$ cat config.mk
export PLATFORM = sky130hd
export DESIGN_NAME = if_fetch_queue
export DESIGN_NICKNAME = d
export VERILOG_FILES = /design/src/rtl/if_fetch_queue.sv
export SDC_FILE = /design/constraint.sdc
export NUM_CORES = 1
export LEC_CHECK = 0
export ABC_AREA = 1
export CORE_ASPECT_RATIO = 1.4
export CORE_UTILIZATION = 45
export CTS_CLUSTER_SIZE = 20
export DETAILED_ROUTE_END_ITERATION = 10
export GPL_TIMING_DRIVEN = 0
export PLACE_DENSITY = 0.71
export SYNTH_ARGS = -nofsm -noshare
export SYNTH_HDL_FRONTEND = slang
export SYNTH_SLANG_ARGS = --single-unit
$ cat constraint.sdc
create_clock -name clk -period 4.02 [get_ports clk]
set_input_delay 0.603 -clock clk [delete_from_list [all_inputs] [get_ports clk]]
set_output_delay 0.603 -clock clk [all_outputs]
set_load 0.02 [all_outputs]
$ cat src/rtl/if_fetch_queue.sv
// ----------------------------------------------------------------------------
// if_fetch_queue
//   Instruction buffer between IF and ID. Holds up to DEPTH {pc, inst} entries
//   so fetch can keep running while decode stalls. A redirect (flush) discards
//   everything buffered and adds the number of discarded entries to a
//   saturating drop counter. With BYPASS=1 an instruction offered to an empty
//   queue while ID is ready goes straight through without being written.
//
// Ports
//   clk                in   rising-edge clock
//   rst                in   asynchronous reset, active-high
//   i_fs_valid         in   IF presents an instruction
//   i_fs_pc            in   pc of the presented instruction
//   i_fs_inst          in   presented instruction
//   o_fq_allowin       out  queue can accept this cycle (registered count only)
//   i_flush            in   redirect: discard all contents
//   i_ds_allowin       in   ID accepts this cycle
//   o_fq_to_ds_valid   out  head entry valid towards ID
//   o_fq_if_id_bus     out  {pc, inst} of head entry, 0 when not valid
//   o_fq_count         out  occupied entries
//   o_fq_drop_cnt      out  saturating count of entries dropped by flush
// ----------------------------------------------------------------------------
module if_fetch_queue #(
  parameter int unsigned DEPTH  = 4,  // power of 2, >= 2
  parameter int unsigned PC_W   = 32,
  parameter int unsigned INST_W = 32,
  parameter int unsigned BYPASS = 1
) (
  input  logic                       clk,
  input  logic                       rst,
  input  logic                       i_fs_valid,
  input  logic [PC_W-1:0]            i_fs_pc,
  input  logic [INST_W-1:0]          i_fs_inst,
  output logic                       o_fq_allowin,
  input  logic                       i_flush,
  input  logic                       i_ds_allowin,
  output logic                       o_fq_to_ds_valid,
  output logic [PC_W+INST_W-1:0]     o_fq_if_id_bus,
  output logic [$clog2(DEPTH+1)-1:0] o_fq_count,
  output logic [7:0]                 o_fq_drop_cnt
);

  localparam int unsigned PTR_W   = $clog2(DEPTH);
  localparam int unsigned CNT_W   = $clog2(DEPTH+1);
  localparam int unsigned ENTRY_W = PC_W + INST_W;
  // Wide enough to hold 255 + DEPTH without wrapping.
  localparam int unsigned SUM_W   = (CNT_W > 8) ? CNT_W + 1 : 9;

  logic [ENTRY_W-1:0] r_mem [DEPTH];
  logic [PTR_W-1:0]   r_rd_ptr;
  logic [PTR_W-1:0]   r_wr_ptr;
  logic [CNT_W-1:0]   r_count;
  logic [7:0]         r_drop_cnt;

  logic               w_empty;
  logic               w_full;
  logic               w_valid;
  logic [ENTRY_W-1:0] w_bus;
  logic               w_bypass_take;
  logic               w_push;
  logic               w_pop;
  logic [SUM_W-1:0]   w_drop_sum;
  logic [7:0]         w_drop_next;

  assign w_empty = (r_count == '0);
  assign w_full  = (r_count == CNT_W'(DEPTH));

  // Head selection. The valid is gated by rst so the async reset clears the
  // outputs immediately even when the bypass path would otherwise be live.
  always_comb begin
    w_valid = 1'b0;
    w_bus   = '0;
    if (!rst && !i_flush) begin
      if (!w_empty) begin
        w_valid = 1'b1;
        w_bus   = r_mem[r_rd_ptr];
      end else if (BYPASS != 0) begin
        w_valid = i_fs_valid;
        w_bus   = i_fs_valid ? {i_fs_pc, i_fs_inst} : '0;
      end
    end
  end

  // An instruction consumed through the bypass must not also be written.
  assign w_bypass_take = (BYPASS != 0) && w_empty && i_fs_valid && !i_flush && i_ds_allowin;
  assign w_push        = i_fs_valid && !w_full && !i_flush && !w_bypass_take;
  assign w_pop         = w_valid && i_ds_allowin && !w_empty;

  assign w_drop_sum  = SUM_W'(r_drop_cnt) + SUM_W'(r_count);
  assign w_drop_next = (w_drop_sum > SUM_W'(255)) ? 8'd255 : w_drop_sum[7:0];

  always_ff @(posedge clk or posedge rst) begin
    if (rst) begin
      r_rd_ptr   <= '0;
      r_wr_ptr   <= '0;
      r_count    <= '0;
      r_drop_cnt <= '0;
    end else if (i_flush) begin
      r_rd_ptr   <= '0;
      r_wr_ptr   <= '0;
      r_count    <= '0;
      r_drop_cnt <= w_drop_next;
    end else begin
      if (w_push) r_wr_ptr <= r_wr_ptr + PTR_W'(1);
      if (w_pop)  r_rd_ptr <= r_rd_ptr + PTR_W'(1);
      unique case ({w_push, w_pop})
        2'b10:   r_count <= r_count + CNT_W'(1);
        2'b01:   r_count <= r_count - CNT_W'(1);
        default: r_count <= r_count;
      endcase
    end
  end

  // Storage is deliberately not reset; only entries below r_count are read.
  always_ff @(posedge clk) begin
    if (w_push) r_mem[r_wr_ptr] <= {i_fs_pc, i_fs_inst};
  end

  assign o_fq_allowin     = !w_full;
  assign o_fq_to_ds_valid = w_valid;
  assign o_fq_if_id_bus   = w_bus;
  assign o_fq_count       = r_count;
  assign o_fq_drop_cnt    = r_drop_cnt;

endmodule

==> results of run 1 <==
through the flow:
step	TNS [ns]	util	setup WS (ns)
floorplan	-55.61	-	-0.2172
global placement	-722.51	0.5339	-2.901
detailed placement	0	0.5416	0.3988
CTS	0	0.5756	0.3665
global route	0	0.5756	0.2443
finish	0	0.5756	0.3499
how the worst min path moves through the flow:
stage	from	to	slack, ns	depth (start not counted)
after global routing	rst	o_fq_drop_cnt[0]	0.56	2
final	rst	o_fq_drop_cnt[2]	0.51	2
after detailed placement	o_fq_drop_cnt[2]	o_fq_drop_cnt[2]	0.55	2
after floorplan	rst	o_fq_count[0]	0.50	1
after CTS	rst	o_fq_drop_cnt[2]	0.51	2
after global placement	o_fq_drop_cnt[2]	o_fq_drop_cnt[2]	0.54	2
synthesized netlist by cell type:
cell type,n
sky130_fd_sc_hd__buf_6,10
sky130_fd_sc_hd__nor2_1,141
sky130_fd_sc_hd__inv_1,13
sky130_fd_sc_hd__a22oi_1,1
sky130_fd_sc_hd__o22ai_1,64
sky130_fd_sc_hd__nand3_2,1
sky130_fd_sc_hd__nand2_1,158
sky130_fd_sc_hd__buf_2,22
sky130_fd_sc_hd__ha_1,7
sky130_fd_sc_hd__nand4_1,1
sky130_fd_sc_hd__edfxtp_1,256
sky130_fd_sc_hd__nand2_2,3
sky130_fd_sc_hd__o211ai_1,1
sky130_fd_sc_hd__a21oi_2,4
sky130_fd_sc_hd__clkinv_1,2
sky130_fd_sc_hd__xor2_1,1
sky130_fd_sc_hd__nand3_1,11
sky130_fd_sc_hd__buf_4,8
sky130_fd_sc_hd__clkbuf_1,22
sky130_fd_sc_hd__nand3b_1,1
sky130_fd_sc_hd__dfrtp_1,15
sky130_fd_sc_hd__a21oi_1,66
sky130_fd_sc_hd__o21ai_0,85
sky130_fd_sc_hd__inv_4,1
sky130_fd_sc_hd__inv_2,6
sky130_fd_sc_hd__nor2_2,1
sky130_fd_sc_hd__o21ai_1,52
sky130_fd_sc_hd__fa_1,2
sky130_fd_sc_hd__xnor2_1,1
sky130_fd_sc_hd__nor2_4,2
per-layer routing:
metal	up-vias	global-route usage	part of all wire
li1	3812	-	-
met5	-	0	0
met3	51	0.03251	0.053
met2	235	0.3985	0.53
met4	0	0.07607	0.025
met1	3938	0.2654	0.39
final cells by class:
type / instances / share of cell area
Multi-Input combinational cell: 603 / 0.2028
Buffer: 62 / 0.02564
Timing Repair Buffer: 153 / 0.1131
Clock buffer: 30 / 0.04820
Sequential cell: 271 / 0.5658
Tap cell: 315 / 0.02766
Inverter: 22 / 0.005970
Clock inverter: 18 / 0.01089
logic make-up (layout without fill, tap and decap cells):
group / after synthesis / in the layout / share of synthesized area
and+or+nand+nor: 319 / 319 / 0.1098
adders and majority gates: 9 / 9 / 0.01122
xor gates and xnor gates: 2 / 2 / 0.001540
buffers and inverters: 84 / 285 / 0.03961
AOI/OAI and AO/OA: 273 / 273 / 0.1289
DFF: 271 / 271 / 0.7089
report_power, final:
group	total [mW]	internal (mW)	switching [mW]
combinational	0.683	0.272	0.411
clock	2.41	1.36	1.05
sequential	3.23	3.19	0.0466
total	6.33	4.82	1.51
flip-flops by register name (all words and copies together) (netlist names):
register / count
r_wr_ptr: 2
r_rd_ptr: 2
o_fq_drop_cnt: 8
r_mem: 256
o_fq_count: 3
==> flow_summary_export.csv, run 1 <==
group,metric,value,unit
clocking,cts_tree,"yes",
flow_run,cap_violations,0,
routing,detail_route.drc_violations,0,
floorplan,initial_core_util,0.4594,
worst_setup_path,timing.critical_path.max_delay_family,"buffers and inverters",
worst_setup_path,crit_reg_reg_startpoint,"o_fq_count[1]",
clocking,post_cts_resize_count,0,
routing,drt-initial-drc-count,586,
place,place_inst,1426,
grt,antenna_found_initial,0,
floorplan,die-area,0.02592,mm^2
grt,grt-ovfl-total,0,
synthesis,synthDominantCellAreaShare,0.6759,
floorplan,placeableCoreArea,0.02476,mm^2
grt,grt_use_total,0.2208,
timing,timing_max_transition_violations_final,0,
worst_setup_path,slowest_library_cell_on_the_worst_path,"sky130_fd_sc_hd__clkdlybuf4s50_1",
worst_setup_path,r2r_end,"r_mem[1][41]",
finish,num-nets-final,1217,
worst_setup_path,crit_arrival,3.07,ns
synthesis,postSynthNetCount,1036,
finish,syn_to_final_growth,25.30,%
worst_setup_path,crit_path_start,"i_flush",
pwr,p_leak,4.860,nW
synthesis,syn-instance-count,958,
grt,grt_max_degree,29,
finish,antenna-diode-count,0,
routing,drt-wirelength-per-cell,19.04,um
finish,finish.cell_count_without_fillers,1474,
floorplan,rows,68,
worst_setup_path,r2r_setup_slack,1.45,ns
timing,setup_repair_after_global_routing_missed_its_margin,"no",
worst_setup_path,r2r_cells,6,
routing,detail-route-antenna-nets,0,
grt,first_pass_grt_wire_length,43630,um
worst_setup_path,endpoint,"o_fq_if_id_bus[3]",
timing,worst_pin_slew,0.7787,ns
routing,detail_route.vias_per_cell,5.452,
floorplan,die_h,190.1,um
timing,holdWs,0.5125,ns
timing,layout_min_cycle_time,3.670,ns
clocking,cts.htree.levels,1,
clocking,clkTransAtPathRegs,0.07,ns
synthesis,synthDistinctLibCells,30,
routing,wl,28070,um
clocking,clock_latency,0.53,ns
routing,vias,8036,
pwr,power,6.330,mW
clocking,postCtsHoldBufs,0,
floorplan,io_pins,146,
worst_setup_path,logic_depth_of_the_worst_path_buffers_included,7,
worst_setup_path,critical_path.n_buffers_inverters,5,
worst_setup_path,start_kind,"primary input",
synthesis,ys.warnings.count,0,
floorplan,die_x,136.4,um
synthesis,syn-cell-area,0.01137,mm^2
timing,timing.max_slew.rel_slack,0.4796,
clocking,ctsRootBufferMaster,"sky130_fd_sc_hd__clkbuf_16",
pwr,pwr_density_cell,444.2,mW/mm^2
finish,layout_common_cells,"sky130_fd_sc_hd__edfxtp_1, sky130_fd_sc_hd__nand2_1, sky130_fd_sc_hd__clkdlybuf4s50_1",
clocking,cts_made_buffers,26,
finish,multi_input_comb_area,0.002890,mm^2
finish,layout.filler_cells,2001,
pwr,ir_drop,295.8,uV
worst_setup_path,critical_path_most_common_cell,"sky130_fd_sc_hd__clkdlybuf4s50_1",
timing,timing.final.setup_violations,0,
synthesis,post-synth-top-area-cell,"sky130_fd_sc_hd__edfxtp_1",
worst_hold_path,min_path_type,"primary input to asynchronous set/reset pin",
clocking,post-cts-setup-buffers,0,
timing,hold_violations,0,
timing,fmax,272.5,MHz
worst_setup_path,worstPathRequired,3.42,ns
finish,final-seq-area,0.008063,mm^2
worst_setup_path,criticalPathCategory,"primary input to output pin",
timing,clock_skew,0.01494,ns
place,placed_area,0.01341,mm^2
routing,first_pass_iters,5,
worst_setup_path,critPathCaptureType,"output pin",
worst_setup_path,cp_cell_sequence,"clkdlybuf4s50_1, buf_6, nor2_2, inv_1, clkbuf_1, a21oi_1, clkdlybuf4s50_1",
clocking,max-clock-path-buffers,3,
status,status,"finished, final reports clean",
finish,post-route-cell-area,0.01425,mm^2
place,place.port_buffers,145,
synthesis,ys_seq_elements,271,
worst_setup_path,critical-path-max-stage-delay,0.60,ns
place,place.gp.congestion,0.7509,
synthesis,mean_cell_area_of_the_mapped_netlist,11.87,um^2
worst_setup_path,crit_fanout,10,
clocking,clkSinkCount,271,
synthesis,synth_sequential_area_ratio,0.7089,
place,dpl.hpwl,18250,um
timing,timing.final.crit_share,0.9130,
synthesis,largest_cells_by_area_after_synthesis,"sky130_fd_sc_hd__edfxtp_1, sky130_fd_sc_hd__nand2_1, sky130_fd_sc_hd__nor2_1, sky130_fd_sc_hd__o21ai_0, sky130_fd_sc_hd__o22ai_1",
finish,drive_above_1_share,0.09405,
finish,layout.cells.most_common,"sky130_fd_sc_hd__edfxtp_1",
grt,first_global_vias,8232,
(Power assumes the default switching activity.)
==> run 2: changes to the inputs <==
--- a/config.mk
+++ b/config.mk
@@ -11,7 +11,7 @@
 export CTS_CLUSTER_SIZE = 20
 export DETAILED_ROUTE_END_ITERATION = 10
 export GPL_TIMING_DRIVEN = 0
-export PLACE_DENSITY = 0.71
+export PLACE_DENSITY = 0.7
 export SYNTH_ARGS = -nofsm -noshare
 export SYNTH_HDL_FRONTEND = slang
 export SYNTH_SLANG_ARGS = --single-unit
==> flow_summary_export.csv, run 2 (synthesized netlist as in run 1, its figures left out) <==
group,metric,value,unit
status,status,"finished, final reports clean",
timing,timing.max_slew.rel_slack,0.4794,
clocking,cts.htree.levels,1,
finish,layout.filler_cells,2029,
grt,grt_max_degree,29,
worst_setup_path,crit_fanout,10,
timing,hold_violations,0,
floorplan,rows,68,
finish,final-seq-area,0.008063,mm^2
timing,fin_tns_setup,0,ns
worst_setup_path,start_kind,"primary input",
clocking,post-cts-setup-buffers,0,
worst_setup_path,critPathCaptureType,"output pin",
timing,final.setup.worst_slack,0.2936,ns
timing,clock_skew,0.006910,ns
floorplan,die_h,190.1,um
grt,antenna_found_initial,0,
clocking,postCtsHoldBufs,0,
clocking,cts_made_buffers,25,
timing,timing_max_transition_violations_final,0,
finish,largest-register,"r_mem",
finish,multi_input_comb_area,0.002890,mm^2
pwr,ir_drop,362.8,uV
grt,grt_use_total,0.2207,
worst_hold_path,min_path_type,"primary input to asynchronous set/reset pin",
timing,holdWs,0.5230,ns
timing,fmax,268.4,MHz
flow_run,cap_violations,0,
clocking,cts_tree,"yes",
finish,layout_common_cells,"sky130_fd_sc_hd__edfxtp_1, sky130_fd_sc_hd__nand2_1, sky130_fd_sc_hd__clkdlybuf4s50_1",
worst_setup_path,criticalPathCategory,"primary input to output pin",
clocking,clock_latency,0.52,ns
grt,first_global_vias,8303,
clocking,clkSinkCount,271,
finish,largest_reg_flops,256,
pwr,pwr_density_cell,439.6,mW/mm^2
finish,num-nets-final,1216,
routing,wl,28280,um
floorplan,die-area,0.02592,mm^2
finish,syn_to_final_growth,25.14,%
clocking,max-clock-path-buffers,3,
pwr,p_leak,4.875,nW
grt,first_pass_grt_wire_length,43610,um
routing,drt-wirelength-per-cell,19.24,um
clocking,clkTransAtPathRegs,0.07,ns
timing,setup_repair_after_global_routing_missed_its_margin,"no",
place,dp_worst_setup_slack,0.2958,ns
routing,detail_route.vias_per_cell,5.518,
finish,layout.cells.most_common,"sky130_fd_sc_hd__edfxtp_1",
floorplan,die_x,136.4,um
clocking,ctsRootBufferMaster,"sky130_fd_sc_hd__clkbuf_16",
place,place.port_buffers,145,
floorplan,io_pins,146,
clocking,post_cts_resize_count,0,
routing,vias,8112,
finish,antenna-diode-count,0,
place,place.gp.congestion,0.7640,
timing,timing.final.crit_share,0.9270,
timing,timing.final.setup_violations,0,
grt,grt-ovfl-total,0,
routing,drt-initial-drc-count,552,
routing,first_pass_iters,5,
timing,layout_min_cycle_time,3.726,ns
worst_setup_path,crit_arrival,3.12,ns
finish,finish.cell_count_without_fillers,1470,
finish,drive_above_1_share,0.09437,
place,place_inst,1426,
worst_setup_path,worstPathRequired,3.42,ns
floorplan,placeableCoreArea,0.02476,mm^2
routing,detail_route.drc_violations,0,
place,dpl.hpwl,18610,um
floorplan,initial_core_util,0.4594,
timing,worst_pin_slew,0.7790,ns
routing,detail-route-antenna-nets,0,
pwr,power,6.257,mW
## run 2: cell types whose count changed in the layout (fill, tap and decap cells not counted), sizes merged
cell      change
bufinv        +1
clkinv        +1
clkbuf        -2
inv           +1
clkinvlp      -5
## run 2: final cells by class
class | count | share of cell area
Inverter | 22 | 0.005978
Multi-Input combinational cell | 603 | 0.2031
Timing Repair Buffer | 153 | 0.1148
Buffer | 62 | 0.02567
Clock inverter | 16 | 0.01152
Tap cell | 315 | 0.02769
Sequential cell | 271 | 0.5665
Clock buffer | 28 | 0.04475
## run 2: metal layers
metal,share of wire,track usage,routed length (um)
met5,0,0,0
met1,0.39,0.2629,11110
met2,0.52,0.3967,14710
met3,0.061,0.03517,1715
met4,0.026,0.08034,739
## run 2: through the flow
stage | utilization | area, um^2
after floorplan | - | 11370
after global placement | 0.5339 | 13220
after detailed placement | 0.5425 | 13430
after CTS | 0.5748 | 14230
after global routing | 0.5748 | 14230
final | 0.5748 | 14230
## run 2: path summary, 6_finish.rpt
check,start,end,slack (ns),cells past startpoint
min in group clk,o_fq_drop_cnt[2],o_fq_drop_cnt[2],0.57,2
worst max-delay path,i_flush,o_fq_if_id_bus[41],0.29,7
worst min register to register,o_fq_drop_cnt[2],o_fq_drop_cnt[2],0.57,2
worst min-delay path,rst,o_fq_count[1],0.52,2
worst max register to register,o_fq_count[1],r_mem[3][39],1.50,6
max in group asynchronous,rst,o_fq_drop_cnt[3],3.10,2
## run 2: report_power, final
part	internal [mW]	switching, mW
combinational	0.273	0.412
sequential	3.19	0.0496
clock	1.34	0.998
## run 2: critical path, cell delays in order
cell                              delay, ns
sky130_fd_sc_hd__clkdlybuf4s50_1       0.50
sky130_fd_sc_hd__buf_6                 0.16
sky130_fd_sc_hd__nor2_2                0.07
sky130_fd_sc_hd__inv_1                 0.57
sky130_fd_sc_hd__clkbuf_1              0.49
sky130_fd_sc_hd__a21oi_1               0.15
sky130_fd_sc_hd__clkdlybuf4s50_1       0.58
==> run 3: changes to the inputs <==
--- a/config.mk
+++ b/config.mk
@@ -11,7 +11,8 @@
 export CTS_CLUSTER_SIZE = 20
 export DETAILED_ROUTE_END_ITERATION = 10
 export GPL_TIMING_DRIVEN = 0
-export PLACE_DENSITY = 0.7
+export PLACE_DENSITY = 0.78
+export SKIP_LAST_GASP = 1
 export SYNTH_ARGS = -nofsm -noshare
 export SYNTH_HDL_FRONTEND = slang
 export SYNTH_SLANG_ARGS = --single-unit
==> flow_summary_export.csv, run 3 (synthesized netlist as in run 1, its figures left out) <==
group,metric,value,unit
floorplan,die-area,0.02592,mm^2
grt,first_global_vias,8172,
routing,vias,8198,
pwr,ir_drop,411.8,uV
finish,layout.filler_cells,1936,
finish,layout_common_cells,"sky130_fd_sc_hd__edfxtp_1, sky130_fd_sc_hd__nand2_1, sky130_fd_sc_hd__clkdlybuf4s50_1",
routing,wl,28190,um
place,placed_area,0.01342,mm^2
worst_setup_path,criticalPathCategory,"flop to output pin",
finish,drive_above_1_share,0.09240,
clocking,cts_made_buffers,26,
finish,syn_to_final_growth,25.42,%
clocking,ctsRootBufferMaster,"sky130_fd_sc_hd__clkbuf_16",
timing,worst_pin_slew,0.8587,ns
grt,grt_use_total,0.2185,
timing,fmax,264.4,MHz
finish,post-route-cell-area,0.01426,mm^2
worst_setup_path,crit_arrival,3.18,ns
finish,fin_util,0.5762,
clocking,clock_latency,0.52,ns
clocking,clkSinkCount,271,
timing,timing_max_transition_violations_final,0,
routing,first_pass_iters,5,
routing,drt-wirelength-per-cell,19.13,um
timing,timing.final.crit_share,0.9409,
clocking,post-cts-setup-buffers,0,
grt,antenna_found_initial,0,
clocking,max-clock-path-buffers,3,
clocking,cts_tree,"yes",
timing,timing.final.setup_violations,0,
clocking,postCtsHoldBufs,0,
finish,largest-register,"r_mem",
floorplan,rows,68,
finish,layout.cells.most_common,"sky130_fd_sc_hd__edfxtp_1",
flow_run,cap_violations,0,
grt,grt_max_degree,29,
worst_setup_path,start_kind,"flop",
finish,antenna-diode-count,0,
floorplan,io_pins,146,
finish,largest_reg_flops,256,
pwr,pwr_density_cell,443.2,mW/mm^2
routing,drt-initial-drc-count,681,
finish,num-nets-final,1217,
place,place.port_buffers,145,
pwr,power,6.323,mW
status,status,"finished, final reports clean",
pwr,p_leak,4.883,nW
routing,detail_route.drc_violations,0,
timing,layout_min_cycle_time,3.782,ns
grt,first_pass_grt_wire_length,43490,um
timing,hold_violations,0,
worst_hold_path,min_path_type,"primary input to asynchronous set/reset pin",
place,dpl.hpwl,18000,um
worst_setup_path,crit_fanout,10,
finish,finish.cell_count_without_fillers,1473,
grt,grt-ovfl-total,0,
floorplan,die_h,190.1,um
clocking,clkTransAtPathRegs,0.06,ns
worst_setup_path,worstPathRequired,3.42,ns
timing,clock_skew,0.005634,ns
timing,timing.max_slew.rel_slack,0.4262,
routing,detail_route.vias_per_cell,5.566,
worst_setup_path,critPathCaptureType,"output pin",
place,place.gp.congestion,0.7712,
place,place_inst,1426,
floorplan,initial_core_util,0.4594,
clocking,post_cts_resize_count,0,
routing,detail-route-antenna-nets,0,
timing,setup_repair_after_global_routing_missed_its_margin,"no",
floorplan,placeableCoreArea,0.02476,mm^2
floorplan,die_x,136.4,um
clocking,cts.htree.levels,1,
run 3: cell count changes in the layout (fill, tap and decap cells not counted), sizes merged:
| cell | previous run | this run |
|---|---|---|
| clkbuf | 50 | 53 |
| inv | 23 | 20 |
| clkinv | 12 | 14 |
| clkinvlp | 0 | 1 |
run 3: power breakdown:
group          internal (mW)  switching (mW)  total (mW)  leakage (nW)
sequential              3.19          0.0464        3.23          2.51
combinational          0.274           0.414       0.687          1.96
clock                   1.41           0.991        2.40         0.413
total                   4.87            1.45        6.32          4.88
run 3: path summary, 6_finish.rpt:
| path | startpoint | depth (start not counted) | slack (ns) | to |
|---|---|---|---|---|
| worst max-delay path | o_fq_count[1] | 7 | 0.24 | o_fq_if_id_bus[33] |
| worst min-delay path | rst | 2 | 0.50 | o_fq_drop_cnt[0] |
| worst max register to register | o_fq_count[1] | 5 | 1.63 | r_mem[1][38] |
| worst min register to register | o_fq_drop_cnt[2] | 2 | 0.56 | o_fq_drop_cnt[2] |
| max in group asynchronous | rst | 2 | 3.14 | o_fq_drop_cnt[5] |
| min in group clk | o_fq_drop_cnt[2] | 2 | 0.56 | o_fq_drop_cnt[2] |
run 3: through the flow:
| step | worst slack, ns | hold WS [ns] | setup TNS, ns |
|---|---|---|---|
| finish | 0.2378 | 0.4954 | 0 |
| global route | 0.1795 | 0.5701 | 0 |
| CTS | 0.2384 | 0.5137 | 0 |
| detailed placement | 0.2563 | 0.5479 | 0 |
| global placement | -2.910 | 0.5303 | -718.32 |
| floorplan | -0.2172 | 0.5045 | -55.61 |
run 3: final cells by class:
class / count / area, um^2 / share of cell area
plain buffers: 62 / 365.4 / 0.02561
clock buffers: 31 / 690.7 / 0.04842
clock inverters: 16 / 150.1 / 0.01053
inverters: 22 / 85.08 / 0.005964
multi-input cells: 603 / 2890 / 0.2026
flip-flops and latches: 271 / 8063 / 0.5652
well taps: 315 / 394.1 / 0.02763
repair buffers: 153 / 1627 / 0.1140
run 3: routing by layer:
metal | wire length, um | track usage | vias to the layer above | part of all wire
met2 | 14630 | 0.3856 | 295 | 0.52
met3 | 1504 | 0.02744 | 50 | 0.053
met1 | 11300 | 0.2686 | 4044 | 0.40
met5 | 0 | 0 | - | 0
met4 | 753 | 0.08761 | 0 | 0.027
li1 | - | - | 3809 | -
run 3: critical path: stages (launching register included):
cell and delay (ns):
sky130_fd_sc_hd__dfrtp_1 0.50, sky130_fd_sc_hd__nor2_4 0.19, sky130_fd_sc_hd__nand2_2 0.12, sky130_fd_sc_hd__nor2_4 0.46, sky130_fd_sc_hd__buf_2 0.35, sky130_fd_sc_hd__nand2_1 0.08, sky130_fd_sc_hd__a21oi_1 0.29, sky130_fd_sc_hd__clkdlybuf4s50_1 0.67
